<file path="config.mk">
export PLATFORM = sky130hd
export DESIGN_NAME = score_bin_to_bcd
export DESIGN_NICKNAME = d
export VERILOG_FILES = /design/src/rtl/score_bin_to_bcd_pkg.sv /design/src/rtl/score_bin_to_bcd_add3_digit.sv /design/src/rtl/score_bin_to_bcd.sv
export SDC_FILE = /design/constraint.sdc
export NUM_CORES = 1
export LEC_CHECK = 0
export BUFFER_PORTS_ARGS = -buffer_cell sky130_fd_sc_hd__buf_4
export CORE_MARGIN = 4
export CORE_UTILIZATION = 30
export DETAILED_ROUTE_END_ITERATION = 12
export RECOVER_POWER = 50
export SYNTH_ARGS = -nofsm -noshare
export SYNTH_HDL_FRONTEND = slang
export SYNTH_SLANG_ARGS = --single-unit
</file>
<file path="constraint.sdc">
create_clock -name clk -period 4.08 [get_ports clk]
set_input_delay 0.816 -clock clk [delete_from_list [all_inputs] [get_ports clk]]
set_output_delay 0.816 -clock clk [all_outputs]
set_load 0.005 [all_outputs]
</file>
<file path="src/rtl/score_bin_to_bcd_pkg.sv">
// Shared definitions for the score binary-to-BCD converter: FSM states,
// the dash code used for out-of-range digits and the decimal range limit.
package score_bin_to_bcd_pkg;

    typedef enum logic [1:0] {
        IDLE   = 2'd0,
        SHIFT  = 2'd1,
        FINISH = 2'd2
    } state_t;

    localparam logic [3:0] BCD_BLANK = 4'hF;

    // Largest value representable in num_digits decimal digits (10^n - 1).
    function automatic logic [63:0] max_val(input int unsigned num_digits);
        logic [63:0] p;
        p = 64'd1;
        for (int unsigned i = 0; i < num_digits; i++) begin
            p = p * 64'd10;
        end
        return p - 64'd1;
    endfunction

endpackage

</file>
<file path="src/rtl/score_bin_to_bcd_add3_digit.sv">
// Double-dabble correction cell: a BCD digit of 5 or more gets +3 before the shift.
module bcd_add3_digit (
    input  logic [3:0] din,
    output logic [3:0] dout
);

    always_comb begin
        dout = din;
        if (din >= 4'd5) begin
            dout = din + 4'd3;
        end
    end

endmodule

</file>
<file path="src/rtl/score_bin_to_bcd.sv">
// Iterative shift-add-3 converter from binary score to packed BCD digits,
// with leading-zero blank mask and overflow flag; outputs change only on done.
module score_bin_to_bcd
    import score_bin_to_bcd_pkg::*;
#(
    parameter int unsigned BIN_WIDTH  = 16,
    parameter int unsigned NUM_DIGITS = 5
) (
    input  logic                    clk,
    input  logic                    resetn,
    input  logic                    start,
    input  logic [BIN_WIDTH-1:0]    bin_value,
    output logic                    busy,
    output logic                    done,
    output logic [4*NUM_DIGITS-1:0] digits,
    output logic [NUM_DIGITS-1:0]   blank_mask,
    output logic                    overflow
);

    localparam int unsigned SW = 4 * NUM_DIGITS;
    localparam int unsigned CW = $clog2(BIN_WIDTH + 1);
    localparam logic [63:0] MAX_VAL = max_val(NUM_DIGITS);
    localparam logic [NUM_DIGITS-1:0] BLANK_RST = ~NUM_DIGITS'(1);

    state_t                state, state_nxt;
    logic [BIN_WIDTH-1:0]  bin_shift;
    logic [SW-1:0]         scratch;
    logic [SW-1:0]         scratch_adj;
    logic [CW-1:0]         cnt;
    logic                  ovf_pending;
    logic                  last_shift;
    logic [NUM_DIGITS-1:0] blank_calc;
    logic                  all_zero;

    for (genvar g = 0; g < NUM_DIGITS; g++) begin : g_add3
        bcd_add3_digit u_add3 (
            .din  (scratch[4*g +: 4]),
            .dout (scratch_adj[4*g +: 4])
        );
    end

    assign last_shift = (cnt == CW'(BIN_WIDTH - 1));
    assign busy       = (state != IDLE);

    always_ff @(posedge clk or negedge resetn) begin
        if (!resetn) begin
            state <= IDLE;
        end else begin
            state <= state_nxt;
        end
    end

    always_comb begin
        state_nxt = state;
        case (state)
            IDLE:    if (start) state_nxt = SHIFT;
            SHIFT:   if (last_shift) state_nxt = FINISH;
            FINISH:  state_nxt = IDLE;
            default: state_nxt = IDLE;
        endcase
    end

    always_ff @(posedge clk or negedge resetn) begin
        if (!resetn) begin
            bin_shift   <= '0;
            scratch     <= '0;
            cnt         <= '0;
            ovf_pending <= 1'b0;
        end else begin
            case (state)
                IDLE: begin
                    if (start) begin
                        bin_shift   <= bin_value;
                        scratch     <= '0;
                        cnt         <= '0;
                        ovf_pending <= (64'(bin_value) > MAX_VAL);
                    end
                end
                SHIFT: begin
                    // Top bit of the corrected scratch falls off; ovf_pending covers it.
                    scratch   <= {scratch_adj[SW-2:0], bin_shift[BIN_WIDTH-1]};
                    bin_shift <= bin_shift << 1;
                    cnt       <= cnt + CW'(1);
                end
                default: ;
            endcase
        end
    end

    always_comb begin
        blank_calc = '0;
        all_zero   = 1'b1;
        for (int unsigned i = NUM_DIGITS - 1; i >= 1; i--) begin
            all_zero      = all_zero & (scratch[4*i +: 4] == 4'd0);
            blank_calc[i] = all_zero;
        end
    end

    always_ff @(posedge clk or negedge resetn) begin
        if (!resetn) begin
            done       <= 1'b0;
            digits     <= '0;
            blank_mask <= BLANK_RST;
            overflow   <= 1'b0;
        end else begin
            done <= 1'b0;
            if (state == FINISH) begin
                done     <= 1'b1;
                overflow <= ovf_pending;
                if (ovf_pending) begin
                    digits     <= {NUM_DIGITS{BCD_BLANK}};
                    blank_mask <= '0;
                end else begin
                    digits     <= scratch;
                    blank_mask <= blank_calc;
                end
            end
        end
    end

endmodule
</file>
==> summary.txt, run 1 <==
Die
  – Die area: 12,000 µm²
  – Starting density of the core: 0.314
  – Die W: 110 µm
  – Site Rows: 36
  – Die Y: 110 µm
  – Core area: 9910 µm²
  – I/O Pins: 47

Pwr
  – Worst vdd rail ir drop: 0.332 mV
  – Design Power: 2.56 mW
  – Pwr dens: 679 nW/µm²
  – Leak pwr: 1.72 nW

Finish
  – Sequential cell area: 1710 µm²
  – # diodes: 0
  – Layout cells sized above 1: 0.231
  – Multi-input logic area: 1280 µm²
  – Area Overhead vs Synth: 21.1%
  – Nets@finish: 367
  – Layout fillers: 1,030

Synthesis
  – Synthesized area: 3110 µm²
  – Top FF cell, synth: dfrtp_1
  – Sequential area share after synthesis: 0.549
  – Ys async rst share: 1.00
  – Yosys top cell by area: dfrtp_1
  – Synth warnings: 0
  – EDFF count, synth: 0
  – Post-synth cell types: 36
  – Cell count after synthesis: 291
  – Area contributors post-synth: dfrtp_1, ha_1, o21ai_0, nand2_1, mux2_2
  – Syn_area_per_cell: 10.7 µm²
  – Post-synth top cells: dfrtp_1, nand2_1, o21ai_0
  – Count leader, synth: dfrtp_1
  – Top cell type's share of synthesized area: 0.516
  – Seq cells post-synth: 68

Drt
  – DR WL/cell: 13.7 µm
  – Pre-antenna DRT Iters: 6
  – Routed wire length: 6470 µm
  – Final ANT Viol Nets: 0
  – Vias/cell: 4.97
  – Drt initial violations: 134
  – DR DRC count: 0
  – Via Count: 2,340

Placement
  – Routability cong.: 0.746
  – IO Port Bufs: 44
  – HPWL after detailed placement: 4300 µm

Min path
  – Worst hold-check path type: flop to flop
  – Hold Crit Start: blank_mask[2]$_DFFE_PN1P_
  – WHS Endpoint: blank_mask[2]$_DFFE_PN1P_
  – Hold Path Stages: 2

CTS
  – Clock sinks: 68
  – Post_cts resized: 0
  – CTS H-tree lvls: 3
  – Worst-path clk slew: 0.07 ns
  – CTS root buf: clkbuf_8
  – CTS tree: done
  – Clock latency on the worst-skew pair: 0.34 ns
  – Post-CTS setup buffers: 0
  – Total clock buffers created by CTS: 9
  – Hold Buf Count CTS: 0
  – Bufs on Longest Clock Path: 2

Timing
  – Worst-Margin Slew: 1.67 ns
  – Setup violators final: 0
  – RSZ-0062 raised after global routing: no
  – Worst Skew: 0.00695 ns
  – Max_slew headroom: -0.113
  – Setup_tns: 0 ns
  – Hold Fails Final Rpt: 0
  – Fin crit period: 2.37 ns
  – Fin crit share: 0.582
  – Fmax: 421 MHz
  – Max-slew violations: 69

Global route
  – Initial antenna violation count: 0
  – Largest net degree at the start of global routing: 69
  – First-pass GRT wire length: 10,700 µm
  – Vias in the first global route: 2,246
  – Total grt overflow: 0
  – GRT Total Usage: 0.113

Critical path
  – WP data required: 3.26 ns
  – FF-to-FF Start: scratch[16]$_DFFE_PN0P_
  – Critical register-to-register path endpoint: blank_mask[1]$_DFFE_PN1P_
  – Crit end category: output pin
  – Reg2reg path depth: 6
  – Critical path class: flop to output pin
  – Crit Path Max Fanout: 27
  – CP arrival: 1.56 ns
  – R2R setup slack: 1.77 ns
  – Worst Setup Start Kind: flop

Run
  – Max cap viols: 1

Outcome
  – Status: finished with violations
  – Failing checks: capacitance limit, slew limit
[metrics by stage]
step	utilization	instance area, µm²	hold slack [ns]	setup WS [ns]	std cells
final	0.380	3760	0.468	1.71	471
after global placement	0.360	3570	0.458	1.81	455
after global routing	0.380	3760	0.508	1.59	471
after detailed placement	0.360	3570	0.459	1.77	455
after floorplan	-	3110	0.450	1.91	292
after CTS	0.380	3770	0.470	1.69	471
[placed cells by master, fill, tap and decap left out, types with 3 or more instances in the layout]
master    count
dfstp_2       4
a22oi_1      12
a32o_1        6
buf_4        35
o22ai_1       9
inv_1        13
o311ai_0      7
and3b_1       3
mux2_2       10
o21ai_1       3
o31ai_1       5
xnor2_1       5
nand2b_1      7
clkbuf_4     12
clkbuf_8     11
a21oi_1      10
dfrtp_1      64
o21ai_0      33
nand3_1       6
ha_1         15
nor2_1        3
nand2_1      38
[routing by layer]
layer,routed length [µm],GRT usage,vias to the layer above
met5,0,0,-
met4,92,0.0285,0
met3,363,0.0464,6
met2,2870,0.174,59
met1,3150,0.148,1149
li1,-,-,1126
[critical path, cell delays in order, from the launching register on]
cell	delay [ns]
dfrtp_1	0.67
or2_2	0.42
buf_4	0.14
[sequential cells by signal, summed over array words and instances, names as in the netlist]
name and flops:
digits 20, blank_mask 4, bin_shift 16, cnt 5, state 2, scratch 20
done 1
[area by class of cell]
cell class,instances,area share
flip-flops and latches,68,0.454
multi-input cells,192,0.339
repair buffers,49,0.0961
well taps,133,0.0442
clock buffers,12,0.0412
inverters,13,0.0130
clock inverters,4,0.0126
[worst max path at each step]
| stage | start | slack (ns) | cells past startpoint | endpoint |
|---|---|---|---|---|
| after CTS | state[0]$_DFFE_PN0P_ | 1.69 | 2 | busy |
| after floorplan | scratch[16]$_DFFE_PN0P_ | 1.91 | 6 | blank_mask[1]$_DFFE_PN1P_ |
| after detailed placement | scratch[16]$_DFFE_PN0P_ | 1.77 | 6 | blank_mask[1]$_DFFE_PN1P_ |
| final | state[0]$_DFFE_PN0P_ | 1.71 | 2 | busy |
| after global placement | state[0]$_DFFE_PN0P_ | 1.81 | 5 | blank_mask[1]$_DFFE_PN1P_ |
| after global routing | state[0]$_DFFE_PN0P_ | 1.59 | 2 | busy |
[kinds of logic (layout without fill, tap and decap cells)]
logic type,after synthesis,count (layout),share of synthesized area
buf+inv,32,78,0.0411
mux,10,10,0.0362
flops,68,68,0.549
compound gates,91,91,0.188
simple gates,68,68,0.107
other cells,1,2,0.00121
xor+xnor,6,6,0.0169
fa+ha+maj,15,15,0.0604
[power breakdown]
group	total (mW)	switching, mW	internal, mW	leakage (nW)
logic	0.897	0.472	0.425	0.732
registers	1.10	0.203	0.896	0.885
clock network	0.559	0.245	0.314	0.102
Note: power is estimated with default switching activity, not from simulation.
==> inputs of run 2 (changes only) <==
==> constraint.sdc (replaced) <==
create_clock -name clk -period 2.5 [get_ports clk]
set_input_delay 0.5 -clock clk [delete_from_list [all_inputs] [get_ports clk]]
set_output_delay 0.5 -clock clk [all_outputs]
set_load 0.005 [all_outputs]
==> run 2 against run 1 <==
  * The flow still finishes with violations (capacitance limit, slew limit)
  * Flip-flop and latch count stayed put
  * Via count is 2.1% lower
  * Sequential power up 61%
  * Wire length fell by 2.6%
  * First-iteration DRC count fell by 31%
  * Register-to-register slack got worse by 1.6 ns
  * Global-route usage up 0.18 points
  * Critical path type is now flop to flop
  * Highest routed layer unchanged
==> summary.txt, run 2 (synthesis results as in run 1) <==
Finish
  – # diodes: 0
  – Most frequent standard cell in the layout excluding fill and tap cells: dfrtp_1
  – Biggest regs: digits x20, scratch x20, bin_shift x16
  – Nets@finish: 371
  – Layout cells sized above 1: 0.234
  – Post-route insts no fill: 475
  – Area Overhead vs Synth: 21.3%
  – Fin area: 3770 µm²
  – Layout fillers: 1,012
  – Highest-count cells in the layout ignoring fill and taps: dfrtp_1, buf_4, nand2_1

CTS
  – Clock latency on the worst-skew pair: 0.34 ns
  – CTS H-tree lvls: 3
  – Hold Buf Count CTS: 0
  – Clock sinks: 68
  – Post-CTS setup buffers: 0
  – Bufs on Longest Clock Path: 2
  – CTS root buf: clkbuf_8
  – Post_cts resized: 0
  – Total clock buffers created by CTS: 9
  – Worst-path clk slew: 0.07 ns
  – CTS tree: done

Timing
  – Fin crit share: 0.934
  – Final setup margin: 0.165 ns
  – Fmax: 428 MHz
  – Worst-Margin Slew: 1.64 ns
  – Max_slew headroom: -0.0930
  – Setup violators final: 0
  – Setup_tns: 0 ns
  – Max-slew violations: 69
  – Worst Skew: 0.00369 ns
  – Hold Fails Final Rpt: 0
  – WHS: 0.410 ns
  – RSZ-0062 raised after global routing: no
  – Fin crit period: 2.33 ns

Global route
  – First-pass GRT wire length: 11,000 µm
  – GRT Total Usage: 0.115
  – Total grt overflow: 0
  – Vias in the first global route: 2,291
  – Largest net degree at the start of global routing: 69
  – Initial antenna violation count: 0

Critical path
  – Crit end category: flop
  – Critical path class: flop to flop
  – FF-to-FF Start: scratch[16]$_DFFE_PN0P_
  – R2R setup slack: 0.17 ns
  – Critical register-to-register path endpoint: blank_mask[1]$_DFFE_PN1P_
  – Reg2reg path depth: 6
  – WP data required: 2.77 ns
  – CP arrival: 2.61 ns
  – Crit Path Max Fanout: 4
  – Worst Setup Start Kind: flop

Pwr
  – Worst vdd rail ir drop: 0.494 mV
  – Pwr dens: 1100 nW/µm²
  – Leak pwr: 1.73 nW

Placement
  – Setup slack after placement: 0.166 ns
  – Routability cong.: 0.774
  – Dpl cells: 459
  – HPWL after detailed placement: 4230 µm
  – Placed Area: 3600 µm²
  – IO Port Bufs: 44

Min path
  – Hold Crit Start: bin_value[0]
  – WHS Endpoint: bin_shift[0]$_DFFE_PN0P_
  – Hold Path Stages: 2
  – Worst hold-check path type: input port to flop

Drt
  – DR DRC count: 0
  – Final ANT Viol Nets: 0
  – Vias/cell: 4.82
  – DR WL/cell: 13.3 µm
  – Pre-antenna DRT Iters: 4
  – Drt initial violations: 92
  – Via Count: 2,290
  – Routed wire length: 6300 µm

Die
  – Die area: 12,000 µm²
  – Die W: 110 µm
  – Die Y: 110 µm
  – Site Rows: 36
  – Starting density of the core: 0.314
  – Core area: 9910 µm²
  – I/O Pins: 47

Outcome
  – Status: finished with violations
  – Failing checks: capacitance limit, slew limit

Run
  – Max cap viols: 1
run 2: changes by cell type in the layout (fill, tap and decap cells not counted):
cell / delta
clkbuf_1: +2
clkbuf_8: -2
clkinv_2: +1
clkbuf_4: -1
buf_4: +4
run 2: worst max path at each step:
stage	cells after the start	start	end
6_report	6	scratch[16]$_DFFE_PN0P_	blank_mask[1]$_DFFE_PN1P_
2_1_floorplan	6	scratch[16]$_DFFE_PN0P_	blank_mask[1]$_DFFE_PN1P_
5_1_grt	6	scratch[16]$_DFFE_PN0P_	blank_mask[1]$_DFFE_PN1P_
3_5_place_dp	6	scratch[16]$_DFFE_PN0P_	blank_mask[1]$_DFFE_PN1P_
4_1_cts	6	scratch[16]$_DFFE_PN0P_	blank_mask[1]$_DFFE_PN1P_
3_3_place_gp	6	scratch[16]$_DFFE_PN0P_	blank_mask[1]$_DFFE_PN1P_
run 2: report_power, final:
group          switching, mW  internal (mW)
clock                  0.399          0.456
sequential             0.311           1.46
combinational          0.783          0.721
total                   1.49           2.64
run 2: through the flow:
step,power (mW),utilization
after detailed placement,3.32,0.363
after floorplan,2.80,-
after CTS,4.20,0.381
after global placement,3.26,0.363
final,4.13,0.380
after global routing,4.51,0.380
run 2: layer usage:
metal / share of wire / up-vias / global-route usage
li1: - / 1125 / -
met1: 0.48 / 1112 / 0.151
met2: 0.45 / 48 / 0.178
met3: 0.061 / 5 / 0.0435
met4: 0.0079 / 0 / 0.0294
met5: 0 / - / 0
run 2: layout make-up:
type,count,area (µm²),share of cell area
Clock buffer,11,131,0.0348
Clock inverter,5,52.6,0.0139
Inverter,13,48.8,0.0129
Multi-Input combinational cell,192,1280,0.339
Timing Repair Buffer,53,388,0.103
Sequential cell,68,1710,0.453
Tap cell,133,166,0.0441
run 2: critical path, cell delays in order (launching register included):
cell	delay (ns)
dfrtp_1	0.38
inv_1	0.13
ha_1	0.23
or3b_1	0.38
or4b_1	0.50
or4b_1	0.51
o21ai_1	0.15
